### config.mk
export PLATFORM = sky130hd
export DESIGN_NAME = clk_div_multi
export DESIGN_NICKNAME = d
export VERILOG_FILES = /design/src/rtl/clk_div_pkg.sv /design/src/rtl/clk_div_ch.sv /design/src/rtl/clk_div_multi.sv
export SDC_FILE = /design/constraint.sdc
export NUM_CORES = 1
export LEC_CHECK = 0
export BUFFER_PORTS_ARGS = -buffer_cell sky130_fd_sc_hd__buf_2
export CAP_MARGIN = 30
export CORE_MARGIN = 5
export CORE_UTILIZATION = 25
export CTS_CLUSTER_DIAMETER = 80
export DETAILED_ROUTE_END_ITERATION = 12
export SLEW_MARGIN = 20
export SYNTH_ARGS = -nofsm -noshare
export SYNTH_HDL_FRONTEND = slang
export SYNTH_SLANG_ARGS = --single-unit
### constraint.sdc
create_clock -name clk -period 5 [get_ports clk]
set_input_delay 0.25 -clock clk [delete_from_list [all_inputs] [get_ports clk]]
set_output_delay 0.25 -clock clk [all_outputs]
set_load 0.005 [all_outputs]
### src/rtl/clk_div_pkg.sv
// clk_div_pkg: shared defaults and channel-index width helper for clk_div_multi
package clk_div_pkg;
    localparam int DIV_WIDTH_DEF   = 26;
    localparam int NCH_DEF         = 4;
    localparam int DEFAULT_DIV_DEF = 2000000;
    function automatic int ch_w(input int n);
        return (n > 1) ? $clog2(n) : 1;
    endfunction
endpackage

### src/rtl/clk_div_ch.sv
// clk_div_ch: one divider channel with shadowed divisor applied at half-period boundaries
module clk_div_ch import clk_div_pkg::*; #(
    parameter int WIDTH       = DIV_WIDTH_DEF,
    parameter int DEFAULT_DIV = DEFAULT_DIV_DEF
) (
    input  logic             clk,
    input  logic             rst_n,
    input  logic             en,
    input  logic             sync_clr,
    input  logic             wr,
    input  logic [WIDTH-1:0] wdata,
    output logic             clk_out,
    output logic             tick,
    output logic             pending
);
    logic [WIDTH-1:0] cnt, act_div, shd_div;
    logic bnd, hold, apply;
    always_comb begin
        bnd   = en && (cnt >= act_div);
        hold  = sync_clr || !en;
        apply = hold || bnd;
    end
    // a write landing on a boundary stays pending: pending is sampled before wr sets it
    always_ff @(posedge clk or negedge rst_n) begin
        if (!rst_n) begin
            cnt     <= '0;
            act_div <= WIDTH'(DEFAULT_DIV);
            shd_div <= WIDTH'(DEFAULT_DIV);
            pending <= 1'b0;
            clk_out <= 1'b0;
            tick    <= 1'b0;
        end else begin
            cnt     <= apply ? '0 : cnt + 1'b1;
            clk_out <= hold ? 1'b0 : clk_out ^ bnd;
            tick    <= !hold && bnd && !clk_out;
            if (apply && pending) act_div <= shd_div;
            if (wr) shd_div <= wdata;
            pending <= wr || (pending && !apply);
        end
    end
endmodule

### src/rtl/clk_div_multi.sv
// clk_div_multi: NCH independent clock dividers sharing one clock, config port and sync clear
module clk_div_multi import clk_div_pkg::*; #(
    parameter int WIDTH       = DIV_WIDTH_DEF,
    parameter int NCH         = NCH_DEF,
    parameter int DEFAULT_DIV = DEFAULT_DIV_DEF
) (
    input  logic                    clk,
    input  logic                    rst_n,
    input  logic [NCH-1:0]          en,
    input  logic                    sync_clr,
    input  logic                    cfg_wr,
    input  logic [ch_w(NCH)-1:0]    cfg_ch,
    input  logic [WIDTH-1:0]        cfg_div,
    output logic [NCH-1:0]          clk_out,
    output logic [NCH-1:0]          tick,
    output logic [NCH-1:0]          cfg_pending
);
    localparam int CW = ch_w(NCH);
    for (genvar g = 0; g < NCH; g++) begin : g_ch
        clk_div_ch #(.WIDTH(WIDTH), .DEFAULT_DIV(DEFAULT_DIV)) u_ch (
            .clk     (clk),
            .rst_n   (rst_n),
            .en      (en[g]),
            .sync_clr(sync_clr),
            .wr      (cfg_wr && (cfg_ch == CW'(g))),
            .wdata   (cfg_div),
            .clk_out (clk_out[g]),
            .tick    (tick[g]),
            .pending (cfg_pending[g])
        );
    end
endmodule

# Word-level counts from Yosys, hierarchy flattened
# Cells that the tools add are included.
# word_totals
regBits	324
inputBits	36
elab_cells	100
# op_classes
addsub	4
magnitude_cmp	4
eq_ne	3
muxes	8
bitwise	4
n_reduce_logical	53
# ops
operator	n
adder 26 x 1 -> 26 bit, second input constant	4
>= comparator 26 bit	4
2-to-1 mux 26 bit	4
logical AND 1 bit	24
zero test 1 bit	16
logical OR 1 bit	12
== test 2 bit, second input constant	2
2-to-1 mux 1 bit	4
XOR 1 bit	4
== test 2 x 1 -> 1 bit, second input constant	1
zero test 2 bit	1

# Logic depth before layout (Yosys ltp)
# logic_depth
ltp_word	6
mapped_depth	11
mapped_depth_nobuf	8

# By module
# Synthesis repeated with hierarchy kept, for this count alone.
# hier_totals
hier_cells	1348
area_unflattened_um2	15907.8
# modules_own_cells
mod	n_inst	cells_per_inst	area_per_inst_um2	seq_area_each_um2
clk_div_ch	4	336	3967.6	2044.5
clk_div_multi	1	4	37.5	0.0

# Worst setup path before layout
# No wires, ideal clock.
# synth_timing
path_type	reg2reg
startpoint	register g_ch[1].u_ch.act_div[17]
endpoint	register g_ch[1].u_ch.act_div[11]
setup_ns	0.125
t_arrival_ns	2.409
required_ns	4.875
path_slack_ns	2.466
stages_incl_launch_ff	12
path_buffers	3
period_less_slack_ns	2.534
cell_sequence	dfstp_2 > inv_1 > ha_1 > inv_1 > o21ai_1 > a31oi_1 > or4_1 > buf_2 > a41o_1 > buf_6 > buf_6 > mux2_4
# synth_between
elab_chain_len	4
# synth_lines
element	line_no	text
start, declared	clk_div_ch.sv:16	logic [WIDTH-1:0] cnt, act_div, shd_div;
start signal, assigned	clk_div_ch.sv:27	act_div <= WIDTH'(DEFAULT_DIV);
start signal, assigned	clk_div_ch.sv:36	if (apply && pending) act_div <= shd_div;
>= comparator 26 bit	clk_div_ch.sv:19	bnd = en && (cnt >= act_div);
logical AND 1 bit	clk_div_ch.sv:19	
logical OR 1 bit	clk_div_ch.sv:21	apply = hold || bnd;
logical AND 1 bit	clk_div_ch.sv:36	
# Every way passes these cells.
# A chain may end at the register's enable or synchronous reset.

# Final worst setup path
# layout_timing
startpoint	register g_ch[1].u_ch.cnt[0]
endpoint	register g_ch[1].u_ch.act_div[0]
# layout_between
elab_chain_len	4
# layout_lines
element	line_no	text
start, declared	clk_div_ch.sv:16	
start signal, assigned	clk_div_ch.sv:33	cnt <= apply ? '0 : cnt + 1'b1;
>= comparator 26 bit	clk_div_ch.sv:19	
logical AND 1 bit	clk_div_ch.sv:19	
logical OR 1 bit	clk_div_ch.sv:21	
logical AND 1 bit	clk_div_ch.sv:36	
# Every way passes these cells.

==> flow_summary.toml <==
[run_status]
status = "completed"

[global_route]
grt_pass1_vias = 10100
antenna_found_initial = 2
grt_pass1_wl_um = 54200
grtUsageTotal = 0.0947
grt_max_degree = 144
grt_overflow = 0

[clock_network]
cts.path.max_buffers = 3
clock_latency_ps = 570
clock_sinks = 324
cts_buffers = 30
cts_root_buf = "clkbuf_16"
cts_resized = 0
cts_max_level = 1
clkTransAtPathRegs_ps = 70
cts_tree = "done"

[floorplan]
die_area_um2 = 68900
chipWidth_um = 263
start_util = 0.253
ios = 48
rows = 92
coreArea_um2 = 63100
die_height_um = 263

[sta]
worst_slew_pin_slew_ps = 901
setup_viol_count_final = 0
fin_crit_ps = 3070
rsz0062_at_grt = "false"
relSlewSlack = 0.399
hold_viol = 0
fin_skew_ps = 14.7
fin_crit_sh = 0.615
worst_hold_slack_ps = 28.9
fmax_ghz = 0.325
tns_ps = 0
drv_slew = 0

[power_and_ir_drop]
power.density_nw_per_um2 = 390
p_leak_nw = 8.22
peakVddDrop_v = 0.000221
finalPower_mw = 7.12

[detailed_routing]
ant_nets = 0
post_drt_wl_per_cell_um = 14.7
drcViolationCount = 0
wl_um = 33300
vias = 9715
drt_pass1_iterations = 6
post_drt_via_cell_ratio = 4.29
drt-initial-drc-count = 412

[run]
maxCapViolCount = 0

[setup_path]
slowest_delay_ps = 500
critical_path.max_fanout = 23
reg2regPathDepth = 9
crit_end = "g_ch[1].u_ch.act_div[0]"
r2r-end = "g_ch[1].u_ch.act_div[0]"
r2r_slack_ps = 1930
cpMaxStageDelayCell = "o31ai_2"
crit_required_ps = 5450
crit_path_start = "g_ch[1].u_ch.cnt[0]"
worstSetupPathType = "flop to flop"
r2r_start = "g_ch[1].u_ch.cnt[0]"
crit_chain = "inv_1 > ha_1 > nand2b_1 > a211oi_1 > nor3_1 > o31ai_2 > a41o_1 > buf_4 > mux2_1"
cp.arrival_ps = 3520
end_kind = "flop"
worstSetupStartpointType = "flop"

[logic_synthesis]
yosys_warnings = 0
syn-instance-count = 1343
ys_types = 45
avgSynthCellArea_um2 = 11.9
synthTopCellsByArea = "dfrtp_1, dfstp_2, mux2_2"
synthesis.nets = 1487
synth_enable_flop_cells = 0
synth_commonest_cells = "dfrtp_1, nor2_1, mux2_2, inv_1, ha_1"
synth-main-ff-cell = "dfrtp_1"
yosysMostFrequentCell = "dfrtp_1"
async_reset_ff_frac = 1.00
synth-seq-cells = 324
netlist.area_leader.share = 0.421
synth_seq_area_share = 0.513
syn-cell-area_um2 = 15900
synth_top_area_cell = "dfrtp_1"

[final_layout]
layout-drive-gt1-share = 0.229
area_delta_synth_final_pct = 14.6
stdcell_count = 2263
final_nets = 1537
final_area_um2 = 18300
antennaDiodeCount = 0

[placement]
dp_cells = 2202
gp_congestion = 0.770
place_area_um2 = 17100
portBuffers = 47
hpwl_um = 23800

[worst_hold_path]
hold_path_class = "primary input to flop"
-- state kept, by name, indices dropped and copies added (netlist names) --
name	cells
g_ch.u_ch.shd_div	104
g_ch.u_ch.cnt	104
g_ch.u_ch.clk_out	4
g_ch.u_ch.pending	4
g_ch.u_ch.act_div	104
g_ch.u_ch.tick	4
-- metrics by stage --
stage | util | worst slack, ps
floorplan | - | 2470
global placement | 0.270 | 1750
detailed placement | 0.271 | 1790
CTS | 0.289 | 1780
global route | 0.290 | 1610
finish | 0.290 | 1930
-- layer usage --
| metal | wire length (um) | track usage | vias up |
|---|---|---|---|
| met5 | 18 | 0 | - |
| met2 | 16700 | 0.172 | 104 |
| met1 | 14300 | 0.115 | 4804 |
| li1 | - | - | 4742 |
| met3 | 1060 | 0.0112 | 61 |
| met4 | 1220 | 0.0367 | 4 |
-- worst max-delay path, delay by kind of cell, from the launching register on --
kind | cells | cell delay (ps)
AO/OA/AOI/OAI | 3 | 1150
adder cells (fa/ha/maj) | 1 | 260
buffers and inverters | 2 | 480
flip-flops | 1 | 440
multiplexers | 1 | 360
AND/OR/NAND/NOR | 2 | 240
-- cells by family (layout without fill, tap and decap cells) --
group / count (synthesis) / in the layout / synth area share
muxes: 208 / 208 / 0.152
and+or+nand+nor: 344 / 344 / 0.106
adders and majority gates: 108 / 108 / 0.0848
AOI/OAI and AO/OA: 101 / 101 / 0.0476
buffers and inverters: 163 / 237 / 0.0450
DFF: 324 / 324 / 0.513
xor gates and xnor gates: 95 / 95 / 0.0522
-- where the power goes --
part | internal, mW | switching, mW | leakage [nW]
clock network | 1.46 | 1.05 | 0.539
registers | 3.19 | 0.251 | 4.01
logic | 0.601 | 0.569 | 3.67
total | 5.26 | 1.87 | 8.22
-- placed cells by master, fill, tap and decap left out, drive strengths merged, types with 7 or more instances in the layout --
cell	instances
mux2	208
nand2b	9
xor2	61
a21oi	34
clkbuf	42
nand3	51
nor2	124
nor4	10
and4	8
nand4	48
nor3	14
buf	60
a21o	16
a41oi	7
xnor2	34
and3	19
dfstp	56
inv	119
ha	108
nand2	46
o21ai	18
clkinv	8
dfrtp	268
a211oi	11
-- what timing repair did --
| item | in CTS | in global routing |
|---|---|---|
| hold buffers | 2 | 0 |
| endpoints found under the hold margin | 103 | 0 |
| buffers inserted | 0 | 0 |
-- how the worst min path moves through the flow --
stage	start	end	slack, ps	depth (start not counted)
5_1_grt	cfg_div[5]	g_ch[3].u_ch.shd_div[5]	20	2
3_3_place_gp	rst_n	g_ch[3].u_ch.cnt[2]	410	1
3_5_place_dp	rst_n	g_ch[3].u_ch.shd_div[0]	410	1
6_report	cfg_div[12]	g_ch[3].u_ch.shd_div[12]	30	2
4_1_cts	cfg_div[12]	g_ch[3].u_ch.shd_div[12]	10	2
2_1_floorplan	rst_n	g_ch[0].u_ch.act_div[0]	-50	0
-- cell type report --
| class | count | area (um2) |
|---|---|---|
| clock inverters | 15 | 178 |
| well taps | 846 | 1060 |
| multi-input cells | 856 | 7050 |
| flip-flops and latches | 324 | 8180 |
| repair buffers | 63 | 427 |
| clock buffers | 41 | 927 |
| inverters | 118 | 443 |
| fillers | 6468 | 44800 |
(Power assumes the default switching activity.)
